### config.mk
export PLATFORM = sky130hd
export DESIGN_NAME = axis_result_tx
export DESIGN_NICKNAME = d
export VERILOG_FILES = /design/src/rtl/axis_tx_pkg.sv /design/src/rtl/axis_tx_fifo.sv /design/src/rtl/axis_result_tx.sv
export SDC_FILE = /design/constraint.sdc
export NUM_CORES = 1
export LEC_CHECK = 0
export CORE_ASPECT_RATIO = 1.75
export CORE_MARGIN = 4
export CORE_UTILIZATION = 35
export DETAILED_ROUTE_END_ITERATION = 16
export SLEW_MARGIN = 10
export SYNTH_ARGS = -nofsm -noshare
export SYNTH_HDL_FRONTEND = slang
export SYNTH_HIERARCHICAL = 1
export SYNTH_SLANG_ARGS = --single-unit
### constraint.sdc
create_clock -name clk -period 6.39 [get_ports clk]
set_clock_uncertainty 0.1 [all_clocks]
set_input_delay 1.278 -clock clk [delete_from_list [all_inputs] [get_ports clk]]
set_output_delay 1.278 -clock clk [all_outputs]
set_load 0.1 [all_outputs]
### src/rtl/axis_tx_pkg.sv
// Shared definitions for the result-stream transmitter.
// Holds the frame FSM state type, default parameter values and a helper
// that sizes the in-frame beat counter.
package axis_tx_pkg;

    localparam int DEF_DATA_WIDTH  = 64;
    localparam int DEF_PACKETS_NUM = 13;
    localparam int DEF_DEPTH       = 4;
    localparam int DEF_CNT_WIDTH   = 16;

    typedef enum logic {
        ST_IDLE   = 1'b0,
        ST_ACTIVE = 1'b1
    } tx_state_t;

    // A one-beat frame still needs a 1-bit counter so the compare is legal.
    function automatic int beat_cnt_width(input int packets);
        return (packets > 1) ? $clog2(packets) : 1;
    endfunction

endpackage

### src/rtl/axis_tx_fifo.sv
// Synchronous FIFO between the result core and the AXI-Stream output.
// Ports:
//   clk, rst_n  - clock, async active-low reset (pointers/count/full only)
//   i_push      - write request; ignored while full, even on a same-cycle pop
//   i_wdata     - word to store
//   i_pop       - read request; ignored while empty
//   o_rdata     - current head word
//   o_full      - registered (count == DEPTH)
//   o_count     - occupancy
module axis_tx_fifo
    import axis_tx_pkg::*;
#(
    parameter int WIDTH = DEF_DATA_WIDTH + 1,
    parameter int DEPTH = DEF_DEPTH,
    localparam int CW   = $clog2(DEPTH + 1),
    localparam int PW   = $clog2(DEPTH)
) (
    input  logic             clk,
    input  logic             rst_n,
    input  logic             i_push,
    input  logic [WIDTH-1:0] i_wdata,
    input  logic             i_pop,
    output logic [WIDTH-1:0] o_rdata,
    output logic             o_full,
    output logic [CW-1:0]    o_count
);

    logic [WIDTH-1:0] r_mem [DEPTH];
    logic [PW-1:0]    r_wr_ptr;
    logic [PW-1:0]    r_rd_ptr;
    logic [CW-1:0]    r_count;
    logic             r_full;
    logic [CW-1:0]    w_count_nxt;
    logic             w_push;
    logic             w_pop;

    assign w_push = i_push && !r_full;
    assign w_pop  = i_pop && (r_count != '0);

    always_comb begin
        w_count_nxt = r_count;
        case ({w_push, w_pop})
            2'b10:   w_count_nxt = r_count + 1'b1;
            2'b01:   w_count_nxt = r_count - 1'b1;
            default: w_count_nxt = r_count;
        endcase
    end

    // Storage is intentionally not reset; its contents are only observed
    // while the count says the entry is live.
    always_ff @(posedge clk) begin
        if (w_push) begin
            r_mem[r_wr_ptr] <= i_wdata;
        end
    end

    // DEPTH is a power of two, so natural pointer overflow is the wrap.
    always_ff @(posedge clk or negedge rst_n) begin
        if (!rst_n) begin
            r_wr_ptr <= '0;
            r_rd_ptr <= '0;
            r_count  <= '0;
            r_full   <= 1'b0;
        end else begin
            if (w_push) r_wr_ptr <= r_wr_ptr + 1'b1;
            if (w_pop)  r_rd_ptr <= r_rd_ptr + 1'b1;
            r_count <= w_count_nxt;
            r_full  <= (w_count_nxt == CW'(DEPTH));
        end
    end

    assign o_rdata = r_mem[r_rd_ptr];
    assign o_full  = r_full;
    assign o_count = r_count;

endmodule

### src/rtl/axis_result_tx.sv
// Packs core result words into fixed-length AXI-Stream frames.
// Ports:
//   clk, rst_n                 - clock, async active-low reset
//   res_data/last/valid/ready  - core-side push interface
//   m_axis_*                   - stream master (tkeep all ones, tuser = SOF)
//   full, count                - FIFO status
//   frame_done                 - one-cycle pulse after the tlast beat pops
//   frames_sent                - wrapping completed-frame counter
//
// state     | meaning
// ----------+------------------------------------------------
// ST_IDLE   | no frame open; next popped beat starts a frame
// ST_ACTIVE | frame open; beats continue until tlast pops
module axis_result_tx
    import axis_tx_pkg::*;
#(
    parameter int DATA_WIDTH  = DEF_DATA_WIDTH,
    parameter int PACKETS_NUM = DEF_PACKETS_NUM,
    parameter int DEPTH       = DEF_DEPTH,
    parameter int CNT_WIDTH   = DEF_CNT_WIDTH
) (
    input  logic                       clk,
    input  logic                       rst_n,
    input  logic [DATA_WIDTH-1:0]      res_data,
    input  logic                       res_last,
    input  logic                       res_valid,
    output logic                       res_ready,
    output logic [DATA_WIDTH-1:0]      m_axis_tdata,
    output logic [DATA_WIDTH/8-1:0]    m_axis_tkeep,
    output logic                       m_axis_tvalid,
    input  logic                       m_axis_tready,
    output logic                       m_axis_tlast,
    output logic                       m_axis_tuser,
    output logic                       full,
    output logic [$clog2(DEPTH+1)-1:0] count,
    output logic                       frame_done,
    output logic [CNT_WIDTH-1:0]       frames_sent
);

    localparam int BCW = beat_cnt_width(PACKETS_NUM);
    localparam int CW  = $clog2(DEPTH + 1);

    tx_state_t             r_state;
    tx_state_t             w_state_nxt;
    logic [BCW-1:0]        r_beat_cnt;
    logic [BCW-1:0]        w_beat_nxt;
    logic                  r_rst_done;
    logic                  r_frame_done;
    logic [CNT_WIDTH-1:0]  r_frames_sent;
    logic [DATA_WIDTH:0]   w_head;
    logic                  w_full;
    logic [CW-1:0]         w_count;
    logic                  w_push;
    logic                  w_pop;
    logic                  w_tvalid;
    logic                  w_tlast;

    // Holds res_ready low until the first edge after reset release.
    always_ff @(posedge clk or negedge rst_n) begin
        if (!rst_n) r_rst_done <= 1'b0;
        else        r_rst_done <= 1'b1;
    end

    assign res_ready = r_rst_done && !w_full;
    assign w_push    = res_valid && res_ready;
    assign w_tvalid  = (w_count != '0);
    assign w_pop     = w_tvalid && m_axis_tready;

    axis_tx_fifo #(
        .WIDTH (DATA_WIDTH + 1),
        .DEPTH (DEPTH)
    ) u_fifo (
        .clk     (clk),
        .rst_n   (rst_n),
        .i_push  (w_push),
        .i_wdata ({res_last, res_data}),
        .i_pop   (w_pop),
        .o_rdata (w_head),
        .o_full  (w_full),
        .o_count (w_count)
    );

    assign w_tlast = w_head[DATA_WIDTH] || (r_beat_cnt == BCW'(PACKETS_NUM - 1));

    always_comb begin
        w_state_nxt = r_state;
        w_beat_nxt  = r_beat_cnt;
        if (w_pop) begin
            if (w_tlast) begin
                w_state_nxt = ST_IDLE;
                w_beat_nxt  = '0;
            end else begin
                w_state_nxt = ST_ACTIVE;
                w_beat_nxt  = r_beat_cnt + 1'b1;
            end
        end
    end

    always_ff @(posedge clk or negedge rst_n) begin
        if (!rst_n) begin
            r_state    <= ST_IDLE;
            r_beat_cnt <= '0;
        end else begin
            r_state    <= w_state_nxt;
            r_beat_cnt <= w_beat_nxt;
        end
    end

    always_ff @(posedge clk or negedge rst_n) begin
        if (!rst_n) begin
            r_frame_done  <= 1'b0;
            r_frames_sent <= '0;
        end else begin
            r_frame_done <= w_pop && w_tlast;
            if (w_pop && w_tlast) r_frames_sent <= r_frames_sent + 1'b1;
        end
    end

    assign m_axis_tdata  = w_head[DATA_WIDTH-1:0];
    assign m_axis_tkeep  = '1;
    assign m_axis_tvalid = w_tvalid;
    assign m_axis_tlast  = w_tlast;
    assign m_axis_tuser  = (r_state == ST_IDLE) && w_tvalid;
    assign full          = w_full;
    assign count         = w_count;
    assign frame_done    = r_frame_done;
    assign frames_sent   = r_frames_sent;

endmodule

# Word level (Yosys, flattened, before mapping)

Memory sizes are Yosys's and may differ from the RTL's.
Index checks and enable logic that the tools add are counted.

Equality and inequality tests: 4
Add/sub/neg operators: 6
Bitwise logic cells: 1
Reduce and logical (&&, ||, !) cells: 10
Mux-type cells: 5

Operators by type and width:

| kind                    | number |
|---|---|
| $add A16 B1 Y16 const B | 1 |
| $logic_and A1 B1 Y1     | 7 |
| $pmux W3 S2             | 1 |
| $add A2 B1 Y2 const B   | 2 |
| $add A4 B1 Y4 const B   | 1 |
| $eq A4 B4 Y1 const B    | 1 |
| $mux W4                 | 1 |
| $add A3 B1 Y3 const B   | 1 |
| $eq A3 B3 Y1 const B    | 1 |
| $mux W1                 | 3 |
| $reduce_bool A3 Y1      | 1 |
| $sub A3 B1 Y3 const B   | 1 |
| $eq A2 B1 Y1 const B    | 1 |
| $eq A2 B2 Y1 const B    | 1 |
| $logic_not A1 Y1        | 1 |
| $logic_or A1 B1 Y1      | 1 |
| $not A1 Y1              | 1 |

Flip-flop bits (word level): 31
RAM bits: 260
Memories kept: 1
Output and inout bits: 97
Input port bits: 69
Word-level logic and storage cells: 36

Memories:

| name         | depth | bits a word | read ports | clocked after Yosys merged registers in | wr ports | line               | source |
|---|---|---|---|---|---|---|---|
| u_fifo.r_mem | 4     | 65          | 1          | 0                                       | 1        | axis_tx_fifo.sv:28 | `logic [WIDTH-1:0] r_mem [DEPTH];` |

# Logic depth before layout (Yosys ltp)

Gate-level depths: netlist (run 1).

Word-level depth: 7
Mapped depth: 11
Mapped depth without buffers: 11

# Hierarchy

Netlist (run 1), hierarchy kept.

By module, submodules not included:

| module         | instances | seq. area each (µm²) | cells an instance | area an instance (µm²) |
|---|---|---|---|---|
| axis_tx_fifo   | 1         | 8,007.7              | 380               | 9,855.7 |
| axis_result_tx | 1         | 575.6                | 107               | 1,158.6 |

# Worst setup path after synthesis (run 1)

No wires, ideal clock.

Path kind: reg2reg
From: register u_fifo.r_full (netlist: u_fifo/o_full)
To: memory u_fifo/r_mem[0][0] (netlist bit) (enable)
Slack: 1,433 ps
Period minus slack after synthesis: 4,957 ps
Arrival time: 4,427 ps
Stages on the path, launching flop included: 6
Library setup time: 430 ps
Buffers on the path: 1
Required time: 5,860 ps
Cells stage by stage: dfrtp_1 nor2b_1 and2_1 nor2b_1 clkbuf_1 and2_1

Word-level cells in the longest chain between the ends: 6

RTL lines:

| what                          | line                 | source |
|---|---|---|
| start: declaration            | axis_tx_fifo.sv:32   | `logic r_full;` |
| start signal: assignment      | axis_tx_fifo.sv:68   | `r_full <= (w_count_nxt == CW'(DEPTH));` |
| $logic_not A1 Y1              | axis_result_tx.sv:64 | `assign res_ready = r_rst_done && !w_full;` |
| $logic_and A1 B1 Y1           | axis_result_tx.sv:64 |  |
| named net res_ready           | axis_result_tx.sv:27 | `output logic res_ready,` |
| $logic_and A1 B1 Y1           | axis_result_tx.sv:65 | `assign w_push = res_valid && res_ready;` |
| named net w_push              | axis_result_tx.sv:53 | `logic w_push;` |
| $logic_and A1 B1 Y1           | axis_tx_fifo.sv:37   | `assign w_push = i_push && !r_full;` |
| $mux W1                       | axis_tx_fifo.sv:52   | `if (w_push) begin` |
| $mux W1 (implied by the code) | axis_tx_fifo.sv:53   | `r_mem[r_wr_ptr] <= i_wdata;` |
| end: declaration              | axis_tx_fifo.sv:28   |  |

The timed path passes the listed nets, and every way through them passes these cells.

# Worst setup path in the final report (run 1)

From: register u_fifo.r_rd_ptr[1]
To: output m_axis_tlast

Word-level cells in the longest chain between the ends: 2

RTL lines:

| what                     | line                 | source |
|---|---|---|
| start: declaration       | axis_tx_fifo.sv:30   | `logic [PW-1:0] r_rd_ptr;` |
| start signal: assignment | axis_tx_fifo.sv:66   | `if (w_pop) r_rd_ptr <= r_rd_ptr + 1'b1;` |
| $mem_v2 Z4 W65           | n/a                  |  |
| named net w_head[64]     | axis_result_tx.sv:50 | `logic [DATA_WIDTH:0] w_head;` |
| $logic_or A1 B1 Y1       | axis_result_tx.sv:83 | `assign w_tlast = w_head[DATA_WIDTH] \|\| (r_beat_cnt == BCW'(PACKETS_NUM - 1));` |
| end: declaration         | axis_result_tx.sv:32 | `output logic m_axis_tlast,` |

The timed path passes the listed nets, and every way through them passes these cells.

==> results of run 1 <==
-- synth_stat cells (3+ instances only) --
library cell / instances / area [µm²]
edfxtp_1: 260 / 7810
mux4_2: 65 / 1460
dfrtp_1: 31 / 776
inv_1: 14 / 52.6
nand2_1: 14 / 52.6
buf_4: 11 / 82.6
xor2_1: 11 / 96.3
xnor2_1: 9 / 78.8
ha_1: 8 / 100
and2_1: 5 / 31.3
buf_2: 5 / 25.0
nand3_1: 5 / 25.0
o21ai_0: 5 / 25.0
buf_12: 4 / 80.1
nor3_1: 4 / 20.0
clkbuf_1: 3 / 11.3
nor2_1: 3 / 11.3
nor4_1: 3 / 18.8
or3_1: 3 / 18.8
-- stage by stage --
step	area [µm²]	std cells	utilization	hold WS, ps	setup WS (ps)
2_1_floorplan	11000	495	-	347	1430
4_1_cts	13700	1067	0.444	384	1440
3_5_place_dp	12900	1021	0.418	364	2020
3_3_place_gp	12900	1021	0.418	368	2030
6_report	13700	1067	0.444	382	1570
5_1_grt	13700	1067	0.444	399	1350
-- worst max path at each step --
stage / start / endpoint / slack, ps / cells after the start
final: u_fifo/r_rd_ptr[1] / m_axis_tlast / 1570 / 4
after global routing: u_fifo/r_rd_ptr[1] / m_axis_tlast / 1350 / 4
after floorplan: u_fifo/o_full / u_fifo/r_mem[0][0] / 1430 / 5
after detailed placement: u_fifo/r_rd_ptr[0] / m_axis_tdata[34] / 2020 / 3
after global placement: u_fifo/r_rd_ptr[0] / m_axis_tdata[34] / 2030 / 3
after CTS: u_fifo/r_rd_ptr[0] / m_axis_tdata[34] / 1440 / 3
-- layout make-up --
type | count | share of cell area
clock inverters | 13 | 0.00892
multi-input cells | 165 | 0.160
flip-flops and latches | 291 | 0.625
inverters | 14 | 0.00382
well taps | 391 | 0.0356
repair buffers | 160 | 0.116
clock buffers | 33 | 0.0508
-- registers in the layout (all words and copies together), names as in the netlist --
signal           cells
frame_done           1
r_rst_done           1
frames_sent         16
u_fifo/r_mem       260
r_beat_cnt           4
u_fifo/r_wr_ptr      2
r_state              1
u_fifo/r_rd_ptr      2
u_fifo/o_full        1
u_fifo/o_count       3
-- per-layer routing --
| layer | up-vias | track usage |
|---|---|---|
| li1 | 2289 | - |
| met1 | 2684 | 0.134 |
| met2 | 128 | 0.252 |
| met3 | 37 | 0.0282 |
| met4 | 6 | 0.0412 |
| met5 | - | 0 |
-- placed cells by master (no fill, tap or decap), types with 4 or more instances in the layout --
cell type | netlist | final
o21ai_0 | 5 | 5
clkinv_1 | 0 | 7
nor3_1 | 4 | 4
xor2_1 | 11 | 11
ha_1 | 8 | 8
clkbuf_16 | 0 | 27
dfrtp_1 | 31 | 29
clkdlybuf4s50_1 | 0 | 157
nand2_1 | 14 | 14
inv_1 | 14 | 14
clkbuf_1 | 3 | 6
mux4_2 | 65 | 65
conb_1 | 1 | 9
edfxtp_1 | 260 | 260
and2_4 | 0 | 4
xnor2_1 | 9 | 9
nand3_1 | 5 | 5
-- critical path, delay by kind of cell, from the launching register on --
kind	cells	cell delay, ps
multiplexers	1	480
buffers and inverters	2	1050
flip-flops	1	1100
AO/OA/AOI/OAI	1	260
-- cell families (layout without fill, tap and decap cells) --
family	after synthesis	after routing	share of synthesized area
simple gates	48	48	0.0254
buf+inv	39	220	0.0249
mux	67	67	0.135
flops	291	291	0.779
other cells	1	9	0.000340
fa+ha+maj	9	9	0.0109
xor+xnor	20	20	0.0159
compound gates	12	12	0.00841
==> summary.txt, run 1 <==
Synth
  – Post-synthesis sequential area ratio: 0.779
  – Post-synth top flop: edfxtp_1
  – Mapped Cells: 487
  – Cell Area, Synth: 0.0110 mm²
  – Synth unique cells: 38
  – EDFF count, synth: 260
  – Mean Syn Cell Area: 22.6 µm²
  – Post-synthesis register bit count: 291
  – Warnings from Yosys: 6
  – Post-synthesis async set-or-reset flop share: 0.107

Final layout
  – # fillers: 2629
  – Area grow syn2layout: 24.8%
  – Layout cell share with drive strength beyond 1: 0.169
  – # nets final: 736
  – N_diodes: 0
  – Register area: 0.00859 mm²
  – Area occupied by multi-input gates: 0.00220 mm²

Min path
  – WHS Endpoint: frames_sent[15]
  – Startpoint of the worst hold path: frames_sent[15]
  – Hold Path Class: reg -> reg
  – Hold path depth: 1

Route
  – DR WL met2: 13.1 mm
  – Via density per instance: 4.82
  – Total wire length: 22.2 mm
  – TritonRoute pass-1 iters: 4
  – Via count: 5144
  – Top Layer Used: met5
  – DRT antenna net count: 0
  – Post-route DRC: 0
  – DR WL/cell: 20.8 µm
  – Metal3 WL: 1.17 mm
  – Met1 Wirelength: 7.36 mm
  – Starting DRT DRC Count: 260

STA
  – Slew Viols, Final: 0
  – Max_slew headroom: 0.288
  – Minimum clock period after layout: 4820 ps
  – RSZ-0062 raised after global routing: false
  – Fmax: 207 MHz
  – Final setup TNS: 0 ps
  – Fin. Hold Viols: 0
  – Slew @ Worst Pin: 1060 ps
  – Setup violators final: 0
  – Tcrit/Tclk final: 0.754

GRT
  – Global route overflow: 0
  – First-pass GRT wire length: 34.3 mm
  – Largest net degree at the start of global routing: 67
  – Vias in the first global route: 5803
  – Initial antenna violation count: 3
  – GRT Total Usage: 0.129

Clocking
  – CTS tree: done
  – Cts hold-fix bufs: 0
  – CTS H-tree lvls: 1
  – # Post-CTS Setup Buffers: 0
  – CTS clock-pin slew for the worst setup and hold paths: 60 ps
  – PostCTS Resize Cnt: 0
  – Clk buf depth: 3
  – Clock root buffer: clkbuf_16
  – Clock latency at the later pin of the worst-skew pair: 530 ps
  – TritonCTS Sinks: 291
  – Cts bufs inserted: 26

Floorplanning
  – Std-Cell Rows: 85
  – Total Die Area: 0.0345 mm²
  – Starting Density: 0.356
  – Die X: 142 µm
  – I/O pin count: 166
  – Die Y: 243 µm
  – Core Box Area: 0.0309 mm²

Status
  – Status: completed

Placement
  – PortBufs: 157
  – Placer Congestion: 0.766
  – Post-DP HPWL: 14.0 mm

Critical path
  – Reg-to-reg startpoint: u_fifo/o_count[0]
  – CP endpoint kind: output pin
  – CP peak stage delay: 1100 ps
  – R2r endpoint: u_fifo/o_full
  – R2R cell count: 11
  – CP required: 5010 ps
  – WP data arrival: 3440 ps
  – Startpoint types: register
  – CP max FO: 66
  – Crit-path cells: mux4_2 > a31oi_4 > inv_1 > clkdlybuf4s50_1
  – Critical path class: reg -> out
  – Register-to-register setup slack: 3410 ps
  – Critical Path Slowest Stage Cell: dfrtp_4

Flow run
  – Max Cap Viol: 0
Power of run 1 is left out: the tool's default activity adds up to more than one toggle a clock period on the data nets, which glitch-free logic cannot reach.
==> run 2: changes to the inputs <==
clock period = 4.2 ns   (was 6.39 ns; I/O delays follow)
==> summary.txt, run 2 (synthesis results as in run 1) <==
Final layout
  – Most frequent cells in the layout: 260 x edfxtp_1, 92 x clkdlybuf4s50_1, 69 x buf_4 (was 260 x edfxtp_1, 157 x clkdlybuf4s50_1, 65 x mux4_2)
  – Commonest non-fill, non-tap cell in the layout: edfxtp_1 (unchanged)
  – Final core utilization: 0.442 (was 0.444)
  – Register area: 0.00859 mm² (unchanged)
  – Area grow syn2layout: 24.1% (was 24.8%)
  – Largest register FFs: 260 (unchanged)
  – Largest Register: u_fifo/r_mem (unchanged)
  – Area occupied by multi-input gates: 0.00220 mm² (about the same)
  – Layout cell share with drive strength beyond 1: 0.274 (was 0.169)
  – # nets final: 741 (was 736)
  – # fillers: 2590 (was 2629)

Clocking
  – Clk buf depth: 3 (unchanged)
  – PostCTS Resize Cnt: 0 (unchanged)
  – # Post-CTS Setup Buffers: 0 (unchanged)
  – Cts bufs inserted: 25 (was 26)
  – Cts hold-fix bufs: 0 (unchanged)
  – Clock latency at the later pin of the worst-skew pair: 530 ps (about the same)
  – CTS tree: done (unchanged)
  – TritonCTS Sinks: 291 (unchanged)
  – CTS H-tree lvls: 1 (unchanged)
  – CTS clock-pin slew for the worst setup and hold paths: 60 ps (about the same)
  – Clock root buffer: clkbuf_16 (unchanged)

STA
  – Max_slew headroom: 0.330 (was 0.288)
  – Final setup TNS: 0 ps (unchanged)
  – Slew Viols, Final: 0 (unchanged)
  – Fmax: 281 MHz
  – Minimum clock period after layout: 3560 ps
  – Tcrit/Tclk final: 0.847
  – Setup violators final: 0 (unchanged)
  – Fin. Hold Viols: 0 (unchanged)
  – Slew @ Worst Pin: 1000 ps (was 1060 ps)
  – RSZ-0062 raised after global routing: false (unchanged)

Floorplanning
  – Die X: 142 µm (unchanged)
  – Die Y: 243 µm (unchanged)
  – Core Box Area: 0.0309 mm² (unchanged)
  – Std-Cell Rows: 85 (unchanged)
  – Starting Density: 0.356 (unchanged)
  – I/O pin count: 166 (unchanged)
  – Total Die Area: 0.0345 mm² (unchanged)

Status
  – Status: completed (unchanged)

Critical path
  – CP endpoint kind: output pin (unchanged)
  – Startpoint types: register (unchanged)
  – WP data arrival: 2620 ps (was 3440 ps)
  – Reg-to-reg startpoint: u_fifo/o_count[0] (unchanged)
  – Critical path class: reg -> out (unchanged)
  – CP required: 3260 ps (was 5010 ps)
  – CP max FO: 6 (was 66)
  – CP Launch Point: u_fifo/o_count[0] (was u_fifo/r_rd_ptr[1])

Flow run
  – Max Cap Viol: 0 (unchanged)

Route
  – TritonRoute pass-1 iters: 4 (unchanged)
  – Via count: 5163 (was 5144)
  – DR WL/cell: 20.8 µm (about the same)
  – Post-route DRC: 0 (unchanged)
  – Starting DRT DRC Count: 233 (was 260)
  – Total wire length: 22.3 mm (was 22.2 mm)
  – Via density per instance: 4.81 (was 4.82)
  – DRT antenna net count: 0 (unchanged)

Placement
  – Placer Congestion: 0.728 (was 0.766)
  – PortBufs: 157 (unchanged)
  – Post-DP HPWL: 14.7 mm (was 14.0 mm)

Min path
  – Hold Path Class: reg -> reg (unchanged)
  – Startpoint of the worst hold path: frames_sent[15] (unchanged)

GRT
  – Initial antenna violation count: 2 (was 3)
  – Vias in the first global route: 5896 (was 5803)
  – Global route overflow: 0 (unchanged)
  – First-pass GRT wire length: 34.4 mm (was 34.3 mm)
  – GRT Total Usage: 0.130 (was 0.129)
  – Largest net degree at the start of global routing: 44 (was 67)
[run 2: worst max-delay path, stage by stage (launching register included)]
cell and delay, ps:
dfrtp_1 440, nor3_1 530, inv_1 130, clkdlybuf4s50_1 1000
[run 2: worst paths after layout]
kind,endpoint,slack [ps],cells past startpoint
min in group asynchronous,frames_sent[0],610,2
worst min-delay path,frames_sent[15],390,1
worst min register to register,frames_sent[15],390,1
max in group asynchronous,u_fifo/r_rd_ptr[0],3070,2
worst max-delay path,m_axis_tvalid,640,3
worst max register to register,u_fifo/o_full,1280,11
[run 2: area by class of cell]
class	count	area share
flip-flops and latches	291	0.629
multi-input cells	165	0.161
repair buffers	166	0.113
clock buffers	32	0.0477
well taps	391	0.0358
clock inverters	12	0.0103
inverters	14	0.00384
diodes	2	0.000366
[run 2: routing by layer]
layer	track usage	vias to the layer above	part of all wire
li1	-	2310	-
met1	0.141	2709	0.37
met2	0.247	120	0.56
met3	0.0280	24	0.052
met4	0.0381	0	0.019
met5	0	-	0
[run 2: per-stage QoR]
step                hold slack [ps]  worst slack (ps)  std cells  area (µm²)
finish                          386               641       1073       13700
floorplan                       347               270        495       11100
detailed placement              372               744       1027       12900
global placement                368               829       1027       12900
CTS                             390               600       1071       13700
global route                    418               444       1072       13700
Power of run 2 is left out for the same reason.
==> run 3: changes to the inputs <==
clock period = 3 ns   (was 4.2 ns; I/O delays follow)
==> summary.txt, run 3 (synthesis results as in run 1) <==
Clocking
  – Clk buf depth: 3 (unchanged)
  – # Post-CTS Setup Buffers: 0 (unchanged)
  – CTS H-tree lvls: 1 (unchanged)
  – CTS clock-pin slew for the worst setup and hold paths: 60 ps (about the same)
  – Clock root buffer: clkbuf_16 (unchanged)
  – Cts bufs inserted: 26 (was 25)
  – CTS tree: done (unchanged)
  – TritonCTS Sinks: 291 (unchanged)
  – Clock latency at the later pin of the worst-skew pair: 520 ps (was 530 ps)

Floorplanning
  – Starting Density: 0.356 (unchanged)
  – Total Die Area: 0.0345 mm² (unchanged)
  – Die Y: 243 µm (unchanged)
  – I/O pin count: 166 (unchanged)
  – Die X: 142 µm (unchanged)
  – Std-Cell Rows: 85 (unchanged)
  – Core Box Area: 0.0309 mm² (unchanged)

Placement
  – Post-DP HPWL: 15.4 mm (was 14.7 mm)
  – Setup WS pre-CTS: 6.29 ps (was 744 ps)
  – Placed cells: 1039 (was 1027)
  – Placer Congestion: 0.725 (was 0.728)
  – PortBufs: 157 (unchanged)

Final layout
  – Most frequent cells in the layout: 260 x edfxtp_1, 75 x buf_12, 68 x clkdlybuf4s50_1 (was 260 x edfxtp_1, 92 x clkdlybuf4s50_1, 69 x buf_4)
  – Layout Cells excl Fill: 1085 (was 1073)
  – Commonest non-fill, non-tap cell in the layout: edfxtp_1 (unchanged)
  – N_diodes: 0 (was 2)
  – Largest Register: u_fifo/r_mem (unchanged)
  – # nets final: 754 (was 741)
  – Layout cell share with drive strength beyond 1: 0.339 (was 0.274)
  – Largest register FFs: 260 (unchanged)
  – Area grow syn2layout: 32.8% (was 24.1%)
  – # fillers: 2511 (was 2590)
  – Final core utilization: 0.473 (was 0.442)

Critical path
  – R2R cell count: 11 (unchanged)
  – Critical path class: reg -> out (unchanged)
  – Critical Path Slowest Stage Cell: mux4_2 (was clkdlybuf4s50_1)
  – Startpoint types: register (unchanged)
  – CP required: 2300 ps (was 3260 ps)
  – CP endpoint kind: output pin (unchanged)
  – Crit-path most repeated cell: buf_12
  – CP peak stage delay: 610 ps (was 1000 ps)
  – Crit-path cells: buf_12 > mux4_2 > buf_12 (was nor3_1 > inv_1 > clkdlybuf4s50_1)
  – CP max FO: 42 (was 6)
  – WP data arrival: 2150 ps (was 2620 ps)

STA
  – Tcrit/Tclk final: 0.949
  – Minimum clock period after layout: 2850 ps
  – Fin. Hold Viols: 0 (unchanged)
  – Fmax: 351 MHz
  – Min setup slack post-route: 152 ps (was 641 ps)
  – Slew Viols, Final: 0 (unchanged)
  – RSZ-0062 raised after global routing: false (unchanged)
  – Setup violators final: 0 (unchanged)
  – Final setup TNS: 0 ps (unchanged)

Route
  – DR WL/cell: 20.7 µm (was 20.8 µm)
  – Starting DRT DRC Count: 220 (was 233)
  – Via density per instance: 4.79 (was 4.81)
  – TritonRoute pass-1 iters: 6 (was 4)
  – DRT antenna net count: 0 (unchanged)
  – Total wire length: 22.4 mm (was 22.3 mm)
  – Via count: 5198 (was 5163)
  – Post-route DRC: 0 (unchanged)

GRT
  – Initial antenna violation count: 1 (was 2)
  – Most used routing layer: met2 (unchanged)
  – GR Util met2: 0.257 (was 0.247)
  – Met1 GRT Util: 0.140 (was 0.141)
  – Global route overflow: 0 (unchanged)
  – Largest net degree at the start of global routing: 43 (was 44)
  – Vias in the first global route: 5797 (was 5896)
  – GRT Total Usage: 0.131 (was 0.130)
  – First-pass GRT wire length: 34.7 mm (was 34.4 mm)
  – Met3 Use GR: 0.0240 (was 0.0280)

Flow run
  – Max Cap Viol: 0 (unchanged)

Min path
  – Hold Path Class: reg -> reg (unchanged)
  – Hold path depth: 1 (unchanged)

Status
  – Status: completed (unchanged)
## run 3: cell count changes in the layout (fill, tap and decap cells not counted), moves of 2 or more
cell	change
buf_12	+70
dfrtp_1	-4
buf_4	-35
dfrtp_4	+4
clkdlybuf4s50_1	-24
clkinv_2	+6
clkbuf_1	-4
diode_2	-2
clkbuf_16	+2
## run 3: repair_timing
item,in CTS,in global routing
hold buffers,0,0
resized for setup,1,0
setup endpoints to repair,17,0
## run 3: stage by stage
stage	hold WS, ps	instance area [µm²]
detailed placement	372	13800
global placement	369	13800
finish	379	14600
CTS	372	14600
floorplan	204	11100
global route	404	14600
## run 3: worst max-delay path, delay by kind of cell (launching register included)
kind / cells / cell delay [ps]
buf+inv: 2 / 500
flops: 1 / 450
mux: 1 / 610
## run 3: per-layer routing
layer | wire, µm | vias up
met3 | 1130 | 27
met5 | 11 | -
li1 | - | 2333
met2 | 13300 | 130
met4 | 457 | 2
met1 | 7540 | 2706
## run 3: final timing paths
check                                   startpoint                 end  slack (ps)
worst max-delay path            u_fifo/r_rd_ptr[0]    m_axis_tdata[29]         150
worst min-delay path               frames_sent[15]     frames_sent[15]         380
worst max register to register   u_fifo/o_count[1]       u_fifo/o_full         400
worst min register to register     frames_sent[15]     frames_sent[15]         380
max in group asynchronous                    rst_n  u_fifo/r_rd_ptr[0]        2090
min in group asynchronous                    rst_n          r_rst_done         390
## run 3: layout make-up
class                   count  area (µm²)  share of cell area
clock buffers              30         687              0.0470
clock inverters            16         131             0.00898
inverters                  14        55.1             0.00376
multi-input cells         165        2210               0.151
flip-flops and latches    291        8610               0.588
well taps                 391         489              0.0334
repair buffers            178        2450               0.167
Power of run 3 is left out for the same reason.
